==> src/rtl/mem_port_arbiter_pkg.sv <==
// Shared definitions for the memory port arbiter: FSM encodings, the default
// ack timeout and the grant tie-break rule.
package mem_port_arbiter_pkg;

   localparam int unsigned ARB_TIMEOUT_DEFAULT = 255;

   typedef enum logic [2:0] {
      ARB_IDLE     = 3'd0,
      ARB_IF_BUSY  = 3'd1,
      ARB_MEM_BUSY = 3'd2,
      ARB_IF_DRAIN = 3'd3,
      ARB_DONE     = 3'd4
   } arb_state_e;

   // Memory access wins unless fetch is also valid and memory won last time.
   function automatic logic pick_mem(input logic mem_v, input logic if_v, input logic last_mem);
      return mem_v && (!if_v || !last_mem);
   endfunction

endpackage

==> src/rtl/mem_arb_watchdog.sv <==
// Ack watchdog for the memory port arbiter. Present only when
// MEM_ARB_TIMEOUT_EN is defined. expired_c fires in the cycle the count of
// unacknowledged request cycles reaches TIMEOUT_CYCLES.
`ifdef MEM_ARB_TIMEOUT_EN
module mem_arb_watchdog
   import mem_port_arbiter_pkg::*;
#(
   parameter int unsigned TIMEOUT_CYCLES = ARB_TIMEOUT_DEFAULT
) (
   input  logic clk,
   input  logic rst,
   input  logic clear,
   input  logic count_en,
   output logic expired_c
);
   localparam int unsigned CNT_W = $clog2(TIMEOUT_CYCLES + 1);

   logic [CNT_W-1:0] cnt_q, cnt_d;

   // Counter register.
   always_ff @(posedge clk) begin
      if (rst) cnt_q <= '0;
      else     cnt_q <= cnt_d;
   end

   // Clear on grant, count each cycle waiting for ack.
   always_comb begin
      cnt_d = cnt_q;
      if (clear)         cnt_d = '0;
      else if (count_en) cnt_d = cnt_q + CNT_W'(1);
   end

   assign expired_c = count_en && (cnt_q == CNT_W'(TIMEOUT_CYCLES - 1));

endmodule
`endif

==> src/rtl/mem_port_arbiter.sv <==
// Arbiter sharing one external memory port between instruction fetch and the
// load/store stage. One transaction at a time; flushed fetches are drained.
// Optional ack timeout enabled by defining MEM_ARB_TIMEOUT_EN.
module mem_port_arbiter
   import mem_port_arbiter_pkg::*;
#(
   parameter int unsigned DATA_WIDTH     = 32,
   parameter int unsigned ADDR_WIDTH     = 32,
   parameter int unsigned TIMEOUT_CYCLES = ARB_TIMEOUT_DEFAULT
) (
   input  logic                    clk,
   input  logic                    rst,
   input  logic                    if_req,
   input  logic [ADDR_WIDTH-1:0]   if_addr,
   input  logic                    if_flush,
   output logic                    if_done,
   output logic [DATA_WIDTH-1:0]   if_rdata,
   input  logic                    mem_req,
   input  logic                    mem_we,
   input  logic [ADDR_WIDTH-1:0]   mem_addr,
   input  logic [DATA_WIDTH-1:0]   mem_wdata,
   input  logic [DATA_WIDTH/8-1:0] mem_be,
   output logic                    mem_done,
   output logic [DATA_WIDTH-1:0]   mem_rdata,
   output logic                    ext_req,
   output logic                    ext_we,
   output logic [ADDR_WIDTH-1:0]   ext_addr,
   output logic [DATA_WIDTH-1:0]   ext_wdata,
   output logic [DATA_WIDTH/8-1:0] ext_be,
   input  logic                    ext_ack,
   input  logic [DATA_WIDTH-1:0]   ext_rdata,
   output logic                    port_idle,
   output logic                    bus_error
);
   localparam int unsigned BE_W = DATA_WIDTH / 8;

   arb_state_e            state_q, state_d;
   logic                  last_mem_q, last_mem_d;
   logic                  ext_req_q, ext_req_d;
   logic                  ext_we_q, ext_we_d;
   logic [ADDR_WIDTH-1:0] ext_addr_q, ext_addr_d;
   logic [DATA_WIDTH-1:0] ext_wdata_q, ext_wdata_d;
   logic [BE_W-1:0]       ext_be_q, ext_be_d;
   logic                  if_done_q, if_done_d;
   logic [DATA_WIDTH-1:0] if_rdata_q, if_rdata_d;
   logic                  mem_done_q, mem_done_d;
   logic [DATA_WIDTH-1:0] mem_rdata_q, mem_rdata_d;
   logic                  port_idle_q, port_idle_d;
   logic                  bus_error_q, bus_error_d;

   logic if_valid, grant_mem, grant_if, timeout_c, finish_c;

   assign if_valid  = if_req && !if_flush;
   assign grant_mem = pick_mem(mem_req, if_valid, last_mem_q);
   assign grant_if  = if_valid && !grant_mem;
   assign finish_c  = ext_ack || timeout_c;

`ifdef MEM_ARB_TIMEOUT_EN
   logic wd_clear, wd_count;
   assign wd_clear = (state_q == ARB_IDLE) && (grant_mem || grant_if);
   assign wd_count = ext_req_q && !ext_ack;

   mem_arb_watchdog #(.TIMEOUT_CYCLES(TIMEOUT_CYCLES)) u_watchdog (
      .clk       (clk),
      .rst       (rst),
      .clear     (wd_clear),
      .count_en  (wd_count),
      .expired_c (timeout_c)
   );
`else
   localparam int unsigned TO_W = $clog2(TIMEOUT_CYCLES + 1);
   logic [TO_W-1:0] unused_timeout;
   assign unused_timeout = TO_W'(TIMEOUT_CYCLES);
   assign timeout_c      = 1'b0;
`endif

   // State and output registers.
   always_ff @(posedge clk) begin
      if (rst) begin
         state_q     <= ARB_IDLE;
         last_mem_q  <= 1'b0;
         ext_req_q   <= 1'b0;
         ext_we_q    <= 1'b0;
         ext_addr_q  <= '0;
         ext_wdata_q <= '0;
         ext_be_q    <= '0;
         if_done_q   <= 1'b0;
         if_rdata_q  <= '0;
         mem_done_q  <= 1'b0;
         mem_rdata_q <= '0;
         port_idle_q <= 1'b1;
         bus_error_q <= 1'b0;
      end else begin
         state_q     <= state_d;
         last_mem_q  <= last_mem_d;
         ext_req_q   <= ext_req_d;
         ext_we_q    <= ext_we_d;
         ext_addr_q  <= ext_addr_d;
         ext_wdata_q <= ext_wdata_d;
         ext_be_q    <= ext_be_d;
         if_done_q   <= if_done_d;
         if_rdata_q  <= if_rdata_d;
         mem_done_q  <= mem_done_d;
         mem_rdata_q <= mem_rdata_d;
         port_idle_q <= port_idle_d;
         bus_error_q <= bus_error_d;
      end
   end

   // Next-state selection.
   always_comb begin
      state_d = state_q;
      case (state_q)
         ARB_IDLE: begin
            if (grant_mem)     state_d = ARB_MEM_BUSY;
            else if (grant_if) state_d = ARB_IF_BUSY;
         end
         ARB_IF_BUSY: begin
            if (finish_c)      state_d = ARB_DONE;
            else if (if_flush) state_d = ARB_IF_DRAIN;
         end
         ARB_IF_DRAIN,
         ARB_MEM_BUSY: begin
            if (finish_c) state_d = ARB_DONE;
         end
         ARB_DONE: state_d = ARB_IDLE;
         default:  state_d = ARB_IDLE;
      endcase
   end

   // Grant latching, ext request handshake and done/rdata generation.
   always_comb begin
      last_mem_d  = last_mem_q;
      ext_req_d   = ext_req_q;
      ext_we_d    = ext_we_q;
      ext_addr_d  = ext_addr_q;
      ext_wdata_d = ext_wdata_q;
      ext_be_d    = ext_be_q;
      if_rdata_d  = if_rdata_q;
      mem_rdata_d = mem_rdata_q;
      if_done_d   = 1'b0;
      mem_done_d  = 1'b0;
      bus_error_d = 1'b0;
      port_idle_d = (state_d == ARB_IDLE);
      case (state_q)
         ARB_IDLE: begin
            if (grant_mem) begin
               ext_req_d   = 1'b1;
               ext_we_d    = mem_we;
               ext_addr_d  = mem_addr;
               ext_wdata_d = mem_wdata;
               ext_be_d    = mem_be;
               last_mem_d  = 1'b1;
            end else if (grant_if) begin
               ext_req_d   = 1'b1;
               ext_we_d    = 1'b0;
               ext_addr_d  = if_addr;
               ext_wdata_d = '0;
               ext_be_d    = '1;
               last_mem_d  = 1'b0;
            end
         end
         ARB_IF_BUSY: begin
            if (finish_c) begin
               ext_req_d   = 1'b0;
               bus_error_d = timeout_c;
               // A flush in the completing cycle still discards the fetch.
               if (!if_flush) begin
                  if_done_d  = 1'b1;
                  if_rdata_d = timeout_c ? '0 : ext_rdata;
               end
            end
         end
         ARB_IF_DRAIN: begin
            if (finish_c) begin
               ext_req_d   = 1'b0;
               bus_error_d = timeout_c;
            end
         end
         ARB_MEM_BUSY: begin
            if (finish_c) begin
               ext_req_d   = 1'b0;
               bus_error_d = timeout_c;
               mem_done_d  = 1'b1;
               if (timeout_c)     mem_rdata_d = '0;
               else if (!ext_we_q) mem_rdata_d = ext_rdata;
            end
         end
         default: ;
      endcase
   end

   assign ext_req   = ext_req_q;
   assign ext_we    = ext_we_q;
   assign ext_addr  = ext_addr_q;
   assign ext_wdata = ext_wdata_q;
   assign ext_be    = ext_be_q;
   assign if_done   = if_done_q;
   assign if_rdata  = if_rdata_q;
   assign mem_done  = mem_done_q;
   assign mem_rdata = mem_rdata_q;
   assign port_idle = port_idle_q;
   assign bus_error = bus_error_q;

endmodule
==> config.mk <==
export PLATFORM = sky130hd
export DESIGN_NAME = mem_port_arbiter
export DESIGN_NICKNAME = d
export VERILOG_FILES = /design/src/rtl/mem_port_arbiter_pkg.sv /design/src/rtl/mem_arb_watchdog.sv /design/src/rtl/mem_port_arbiter.sv
export SDC_FILE = /design/constraint.sdc
export NUM_CORES = 1
export LEC_CHECK = 0
export BUFFER_PORTS_ARGS = -buffer_cell sky130_fd_sc_hd__buf_2
export CELL_PAD_IN_SITES_DETAIL_PLACEMENT = 0
export CELL_PAD_IN_SITES_GLOBAL_PLACEMENT = 1
export CORE_UTILIZATION = 25
export CTS_CLUSTER_DIAMETER = 50
export DETAILED_ROUTE_END_ITERATION = 10
export PLACE_DENSITY_LB_ADDON = 0.2
export SETUP_SLACK_MARGIN = 0.02
export SYNTH_ARGS = -nofsm -noshare
export SYNTH_HDL_FRONTEND = slang
export SYNTH_SLANG_ARGS = --single-unit
==> constraint.sdc <==
create_clock -name clk -period 1.8 [get_ports clk]
set_clock_uncertainty 0.2 [all_clocks]
set_input_delay 0.09 -clock clk [delete_from_list [all_inputs] [get_ports clk]]
set_output_delay 0.09 -clock clk [all_outputs]
set_load 0.05 [all_outputs]
==> results of run 1 <==
-- tightest hold or removal path, delay by kind of cell --
family	cells	cell delay, ns
AOI/OAI and AO/OA	1	0.18
and+or+nand+nor	2	0.25
buffers and inverters	1	0.10
-- power by group through the flow --
| stage | clock network, mW | registers (mW) | logic (mW) |
|---|---|---|---|
| finish | 3.45 | 3.44 | 2.25 |
| global route | 3.72 | 3.47 | 2.39 |
| CTS | 3.57 | 3.44 | 2.23 |
| detailed placement | 0 | 3.51 | 1.99 |
| global placement | 0 | 3.51 | 2.00 |
| floorplan | 0 | 4.22 | 0.656 |
-- sequential cells by signal, summed over array words and instances (netlist names) --
| name | count |
|---|---|
| ext_be | 4 |
| ext_wdata | 32 |
| ext_addr | 32 |
| mem_rdata | 32 |
| port_idle | 1 |
| if_done | 1 |
| ext_req | 1 |
| state_q | 3 |
| last_mem_q | 1 |
| if_rdata | 32 |
| ext_we | 1 |
| mem_done | 1 |
-- cells in the mapped netlist, types with 2 or more instances --
cell type    n
a211oi_2    20
a21oi_1     98
nand2_1    162
o21a_1       2
dfxtp_1    141
a22oi_1     33
nor3_1       3
nand2b_1     2
nor2_1      75
buf_4        6
a211oi_1    12
buf_6        8
o22ai_1      4
buf_2       18
clkbuf_1    21
-- routing by layer --
layer | share of wire | global-route usage
met3 | 0.063 | 0.0516
met4 | 0.015 | 0.0619
met1 | 0.43 | 0.209
met5 | 0 | 0
met2 | 0.49 | 0.308
-- worst min-delay path by stage --
| stage | startpoint | end | slack (ns) |
|---|---|---|---|
| 2_1_floorplan | ext_rdata[10] | if_rdata[10] | 0.03 |
| 3_3_place_gp | mem_wdata[17] | ext_wdata[17] | 0.14 |
| 3_5_place_dp | if_addr[3] | ext_addr[3] | 0.14 |
| 4_1_cts | if_req | state_q[0] | 0.006 |
| 5_1_grt | if_req | state_q[0] | 0.05 |
| 6_report | if_req | state_q[0] | 0.04 |
-- placed cells by master, fill, tap and decap left out, types with 4 or more instances in the layout --
cell type      count
buf_2            274
nand2_1          162
dfxtp_1          140
dlygate4sd3_1    137
a21oi_1           98
nor2_1            75
a22oi_1           33
a211oi_2          20
clkbuf_16         18
buf_4             13
a211oi_1          12
buf_12            10
inv_6              6
inv_8              5
o22ai_1            4
-- cell type report --
type                    count  share of cell area
clock buffers              17              0.0473
well taps                 270              0.0375
clock inverters            15              0.0164
inverters                   1            0.000417
multi-input cells         426               0.243
repair buffers            436               0.342
flip-flops and latches    141               0.314
-- through the flow --
stage	TNS, ns	instance area (um^2)
floorplan	0	5280
global placement	0	7010
detailed placement	0	7010
CTS	0	8960
global route	-0.0275	9000
finish	0	9000
-- cell families (layout without fill, tap and decap cells) --
group	after synthesis	in the layout
flip-flops	141	141
AO/OA/AOI/OAI	172	172
AND/OR/NAND/NOR	253	253
other	1	1
buffers and inverters	54	469
-- timing repair --
action,in CTS,in global routing
pin swaps,0,1
hold endpoints to repair,140,0
hold buffers,137,0
gates resized for setup,1,4
cloned,0,1
endpoints found under the setup margin,2,9
setup buffers,0,1
==> run metrics, run 1 <==
Switching Power 3.15 mW; Max clock buf depth 2; hold path depth 4; area share of fa/ha/maj cells after synthesis 0; reg-to-reg critical path startpoint state_q[0]; slowest cell on the critical path or4_1; DP HPWL 12400 um; Final Worst Setup Slack between 0.1 and 0.15 ns; chip height about 150 um; startpoint types flop; Multi-input gate area 2190 um^2; initial antenna violation count 0; Via Count 5769; drt first pass iters 7; post-synthesis simple-gate area fraction 0.191; Setup crit end if_rdata[6]; leak pwr ~4 nW; #FFs+latches synth 141; Critical Path End Type flop; Internal 5.98 mW; initial DRC count 205; CTS buffer count 17; Max Slew Vio Count 0; Worst R2R Setup Slack 0.12 ns; Mean Syn Cell Area 8.50 um^2; main flop type after synthesis dfxtp_1; Max Clk Rate 594 MHz; Yosys top cell area share 0.534; maxcap violations 0; CP max stage delay 0.50 ns; worst path buffer plus inverter count 1; Mapped Cells 621; hold_ws 0.0426 ns; CP top delay family simple AND/OR/NAND/NOR gates; Clock transition at path regs ~0.060 ns; Placer Congestion 0.730; critical path type flop to flop; H-tree levels 4; I/O Buffers 275; Final ANT Viol Nets 0; fin nets about 1200; Sw Ratio 0.345; register area share after synthesis 0.534; outcome completed; Placed Instances ~1100; WL/cell 14.7 um; worst path cell trace nand2_1 > or4_1 > buf_4 > nand2_1 > a21oi_1; Storage cell area 2820 um^2; vias in the first global route between 5000 and 6000; largest net degree at the start of global routing 52; crit path DAT around 1.8 ns; xor and xnor area share after synthesis 0; synthesized cell area ~5300 um^2; I/O pin cnt between 200 and 300; synth-to-layout area growth 70.5%; Compound-Gate Fraction of Synth Area 0.216; reg2reg end if_rdata[6]; Inserted Diodes 0; Period minus WS final 1.68 ns; sequential power share 0.377; Sink Count 141; Pwr Total 9.13 mW; most used cell, CP nand2_1; unrepaired setup endpoints after global routing yes; combinational share of power 0.246; asr flop ratio synth 0; Req. time, crit path roughly 1.9 ns; layout cells sized above 1 0.346; Synth area leader dfxtp_1; EDFF count, synth 0; top cells by area, synth dfxtp_1 (53%), nand2_1 (12%), a21oi_1 (9.3%); Starting Density 0.258; WP depth 5; Cell Count, Final, Fillers Out 1306; Synthesized Nets between 700 and 800; yosys warns 0; clock power share 0.377; num rows 52; FF-to-FF path depth 5; Post-route DRC 0; largest family of logic cells by synthesized area compound AO/OA/AOI/OAI gates; GRT Total Usage 0.178; Die Area 21700 um^2; Horiz. Die Dim approximately 150 um; filler instances about 2100; Placement Setup Slack about 0.028 ns; CP Max Fanout 10; detailed-route wire length 19200 um; Hold Crit Class input pin to flop; clk_lat worst skew 0.42 ns; count of final setup violators 0; core box area approximately 20000 um^2; DR vias/cell roughly 4.4; Pwr Density between 1000 and 1500 nW/um^2; VDD IR-drop max approximately 600 uV; Distinct cells, synth 31; Hold Violations, Final 0; Critical Path Start state_q[0]; mux cell area share after synthesis 0; Overflow after GRT 0; first-pass GRT wire length ~31000 um; TritonCTS clock tree yes; final core utilization 0.439; period utilization 0.936; CTS root buffer clkbuf_16
Note: power is estimated with default switching activity, not from simulation.
==> run 2: changes to the inputs <==
==> constraint.sdc (replaced) <==
create_clock -name clk -period 1.9 [get_ports clk]
set_clock_uncertainty 0.2 [all_clocks]
set_input_delay 0.095 -clock clk [delete_from_list [all_inputs] [get_ports clk]]
set_output_delay 0.095 -clock clk [all_outputs]
set_load 0.05 [all_outputs]
==> run metrics, run 2 (synthesized netlist as in run 1, its figures left out) <==
worst path cell trace nand2_1 > or4_1 > buf_4 > nand2_1 > a21oi_1 (unchanged); num rows 52 (unchanged); initial DRC count 208 (was 205); vias in the first global route 5898 (was 5981); Starting Density 0.258 (unchanged); count of final setup violators 0 (unchanged); Placer Congestion 0.753 (was 0.730); startpoint types flop (unchanged); TritonCTS clock tree yes (unchanged); Max Clk Rate 576 MHz (was 594 MHz); CTS root buffer clkbuf_16 (unchanged); FF-to-FF path depth 5 (unchanged); CP max stage delay 0.46 ns (was 0.50 ns); clk_lat worst skew 0.41 ns (was 0.42 ns); GRT Total Usage 0.173 (was 0.178); CP Max Fanout 20 (was 10); H-tree levels 4 (unchanged); fin nets 1160 (was 1162); layout cells sized above 1 0.341 (was 0.346); largest net degree at the start of global routing 50 (was 52); Pwr Total 8.77 mW (was 9.13 mW); crit path DAT 1.83 ns (was 1.78 ns); VDD IR-drop max 551 uV (was 600 uV); unrepaired setup endpoints after global routing yes (unchanged); Post-Route Setup TNS 0 ns (unchanged); Inserted Diodes 0 (unchanged); maxcap violations 0 (unchanged); Max clock buf depth 2 (unchanged); period utilization 0.914 (was 0.936); Critical Path End Type flop (unchanged); Hold Violations, Final 0 (unchanged); slowest cell on the critical path dfxtp_1 (was or4_1); most used cell, CP nand2_1 (unchanged); Hold Crit Class input pin to flop (unchanged); I/O Buffers 275 (unchanged); first-pass GRT wire length 29700 um (was 30500 um); I/O pin cnt 277 (unchanged); initial antenna violation count 1 (was 0); Overflow after GRT 0 (unchanged); Via Count 5761 (was 5769); Horiz. Die Dim 147 um (unchanged); CTS buffer count 17 (unchanged); drt first pass iters 4 (was 7); Post-route DRC 0 (unchanged); Pwr Density 978 nW/um^2 (was 1010 nW/um^2); critical path type flop to flop (unchanged); outcome completed (unchanged); chip height 147 um (unchanged); DR vias/cell 4.42 (about the same); Die Area 21700 um^2 (unchanged); synth-to-layout area growth 69.8% (was 70.5%); Sink Count 141 (unchanged); Clock transition at path regs 0.06 ns (about the same); DP HPWL 12400 um (about the same); core box area 20500 um^2 (unchanged); Req. time, crit path 1.99 ns (was 1.89 ns); Period minus WS final 1.74 ns (was 1.68 ns); commonest non-fill, non-tap cell in the layout buf_2 (unchanged); Final ANT Viol Nets 0 (unchanged); detailed-route wire length 18800 um (was 19200 um); leak pwr 4.00 nW (was 4.04 nW); commonest cells after routing, fill and taps aside buf_2 (274), nand2_1 (162), dfxtp_1 (141) (was buf_2 (274), nand2_1 (162), dfxtp_1 (140)); WL/cell 14.4 um (was 14.7 um); Max Slew Vio Count 0 (unchanged); hold path depth 4 (unchanged)
[run 2: area by class of cell]
cell class	count	area, um^2
clock inverter	13	164
fill	2061	11500
clock buffer	19	433
timing repair buffer	434	3030
sequential	141	2820
multi-input combinational	426	2180
inverter	1	3.75
tap	270	338
[run 2: final timing paths]
check,endpoint,slack (ns),from
max,if_rdata[7],0.16,state_q[0]
min,ext_be[3],0.008,mem_req
max reg2reg,if_rdata[7],0.16,state_q[0]
min reg2reg,mem_rdata[6],0.25,mem_rdata[6]
[run 2: power breakdown]
group          internal, mW  total (mW)  switching [mW]
registers              3.16        3.26           0.105
logic                 0.726        2.09            1.36
clock network          2.07        3.42            1.34
[run 2: stage by stage]
step,cells,util,hold WS [ns],setup WS (ns),cell area [um^2]
after floorplan,621,-,0.0310,0.260,5280
after global placement,1134,0.341,0.142,0.174,6990
after detailed placement,1134,0.341,0.151,0.124,6990
after CTS,1302,0.437,0.00791,0.0980,8950
after global routing,1304,0.437,0.0253,0.00650,8970
final,1304,0.437,0.00763,0.163,8970
[run 2: per-layer routing]
layer	GRT usage	wire length (um)	vias up
li1	-	-	2896
met1	0.203	8160	2652
met2	0.303	9220	197
met3	0.0506	1230	16
met4	0.0531	227	0
met5	0	0	-
[run 2: what timing repair did]
item | CTS | global route
setup buffers | 0 | 2
setup endpoints to repair | 0 | 3
resized for setup | 0 | 1
hold buffers | 136 | 0
endpoints found under the hold margin | 138 | 0
[run 2: worst max-delay path: cells and delay by family, from the launching register on]
kind | cells | cell delay, ns
and+or+nand+nor | 3 | 0.67
AOI/OAI and AO/OA | 1 | 0.06
buffers and inverters | 1 | 0.23
DFF | 1 | 0.46
==> run 3: changes to the inputs <==
--- a/config.mk
+++ b/config.mk
@@ -5,6 +5,8 @@
 export SDC_FILE = /design/constraint.sdc
 export NUM_CORES = 1
 export LEC_CHECK = 0
+export ABC_AREA = 1
+export ABC_CLOCK_PERIOD_IN_PS = 1900
 export BUFFER_PORTS_ARGS = -buffer_cell sky130_fd_sc_hd__buf_2
 export CELL_PAD_IN_SITES_DETAIL_PLACEMENT = 0
 export CELL_PAD_IN_SITES_GLOBAL_PLACEMENT = 1
==> run metrics, run 3 <==
Yosys top cell area share 0.525 (was 0.534); critical path type flop to flop (unchanged); layout cells sized above 1 0.291 (was 0.341); chip height 149 um (was 147 um); Cell Count, Final, Fillers Out 1428 (was 1304); Distinct cells, synth 20 (was 31); Starting Density 0.256 (was 0.258); core box area 21000 um^2 (was 20500 um^2); Hold Crit Class flop to flop (was input pin to flop); vias in the first global route 6104 (was 5898); #FFs+latches synth 141 (unchanged); FF-to-FF path depth 6 (was 5); synth-to-layout area growth 69.0% (was 69.8%); clk_lat worst skew 0.41 ns (about the same); I/O Buffers 275 (unchanged); startpoint types flop (unchanged); largest net degree at the start of global routing 76 (was 50); Post-Route Setup TNS 0 ns (unchanged); count leader, synth nor2_1 (was nand2_1); maxcap violations 0 (unchanged); initial DRC count 240 (was 208); Inserted Diodes 0 (unchanged); Mapped Cells 739 (was 621); fin nets 1279 (was 1160); Max Clk Rate 614 MHz (was 576 MHz); period utilization 0.857 (was 0.914); crit path DAT 1.77 ns (was 1.83 ns); Post-route DRC 0 (unchanged); GRT Total Usage 0.175 (was 0.173); Hold Violations, Final 0 (unchanged); WL/cell 13.4 um (was 14.4 um); Max clock buf depth 2 (unchanged); outcome completed (unchanged); Req. time, crit path 2.04 ns (was 1.99 ns); DR vias/cell 4.33 (was 4.42); H-tree levels 4 (unchanged); Placed Instances 1254 (was 1134); Period minus WS final 1.63 ns (was 1.74 ns); Final ANT Viol Nets 0 (unchanged); Die Area 22100 um^2 (was 21700 um^2); TritonCTS clock tree yes (unchanged); initial antenna violation count 0 (was 1); Overflow after GRT 0 (unchanged); Placer Congestion 0.745 (was 0.753); Pwr Density 981 nW/um^2 (was 978 nW/um^2); hold path depth 2 (was 4); main flop type after synthesis dfxtp_1 (unchanged); first-pass GRT wire length 30400 um (was 29700 um); hold_ws 0.258 ns (was 0.00763 ns); top cells by area, synth dfxtp_1 (53%), nor2_1 (14%), nand2_1 (10%) (was dfxtp_1 (53%), nand2_1 (12%), a21oi_1 (9.3%)); I/O pin cnt 277 (unchanged); drt first pass iters 4 (unchanged); unrepaired setup endpoints after global routing no (was yes); Horiz. Die Dim 149 um (was 147 um); Via Count 6189 (was 5761); Post-CTS Resized 0 (unchanged); count of final setup violators 0 (unchanged); Synth area leader dfxtp_1 (unchanged); CTS root buffer clkbuf_16 (unchanged); Synthesized Nets 878 (was 760); Clock transition at path regs 0.06 ns (about the same); asr flop ratio synth 0 (unchanged); yosys warns 0 (unchanged); Sink Count 141 (unchanged); Max Slew Vio Count 0 (unchanged); commonest non-fill, non-tap cell in the layout buf_2 (unchanged); DP HPWL 12100 um (was 12400 um); synthesized cell area 5380 um^2 (was 5280 um^2); CTS buffer count 17 (unchanged); CP Max Fanout 34 (was 20); EDFF count, synth 0 (unchanged); Critical Path End Type flop (unchanged); commonest cells after routing, fill and taps aside buf_2 (275), nor2_1 (207), nand2_1 (144) (was buf_2 (274), nand2_1 (162), dfxtp_1 (141)); detailed-route wire length 19200 um (was 18800 um); Mean Syn Cell Area 7.28 um^2 (was 8.50 um^2); num rows 53 (was 52); register area share after synthesis 0.525 (was 0.534); synth cell count leaders nor2_1 (207), nand2_1 (144), dfxtp_1 (141), o21ai_0 (99), nand3_1 (38) (was nand2_1 (162), dfxtp_1 (141), a21oi_1 (98), nor2_1 (75), a22oi_1 (33)); VDD IR-drop max 442 uV (was 551 uV); leak pwr 4.41 nW (was 4.00 nW)
## run 3: worst max-delay path, stage by stage (launching register included)
cell and delay [ns]:
dfxtp_1 0.47, nand4_1 0.21, buf_12 0.22, inv_2 0.06
buf_4 0.22, nor2_1 0.07, nor2_1 0.09
## run 3: worst paths after layout
| check | startpoint | endpoint | slack (ns) |
|---|---|---|---|
| max | state_q[0] | if_rdata[4] | 0.27 |
| min | ext_wdata[31] | ext_wdata[31] | 0.26 |
| max reg2reg | state_q[0] | if_rdata[4] | 0.27 |
| min reg2reg | ext_wdata[31] | ext_wdata[31] | 0.26 |
## run 3: stage by stage
step	setup WS [ns]	power, mW	util	area, um^2
after global placement	0.243	5.27	0.336	7050
after global routing	0.131	9.36	0.432	9090
after detailed placement	0.222	5.27	0.336	7050
after CTS	0.134	9.02	0.430	9040
after floorplan	0.345	4.68	-	5380
final	0.272	8.92	0.432	9090
## run 3: per-layer routing
layer / vias up / share of wire / GRT usage
met1: 2778 / 0.45 / 0.214
met5: - / 0 / 0
li1: 3163 / - / -
met4: 0 / 0.022 / 0.0737
met3: 25 / 0.070 / 0.0469
met2: 223 / 0.46 / 0.288
## run 3: repair_timing
item | CTS | global route
hold endpoints to repair | 139 | 0
endpoints found under the setup margin | 0 | 17
hold buffers | 138 | 0
setup buffers | 0 | 4
## run 3: final cells by class
type                            instances  area, um^2
Clock buffer                           18         429
Timing Repair Buffer                  433        3010
Multi-Input combinational cell        533        2250
Fill cell                            2176       11900
Inverter                               14        52.6
Sequential cell                       141        2820
Clock inverter                         14         181
Tap cell                              275         344
## run 3: logic make-up after synthesis
kind of cell / Yosys count / synth area share
other cells: 1 / 0.000697
buf+inv: 65 / 0.0579
flops: 141 / 0.525
compound gates: 138 / 0.129
simple gates: 394 / 0.287
## run 3: report_power, final
group          total (mW)  internal [mW]  leakage, nW  switching [mW]
Sequential           3.28           3.18         1.15           0.102
Clock                3.47           2.09        0.296            1.37
Combinational        2.17          0.717         2.96            1.45
Total                8.92           5.99         4.41            2.93
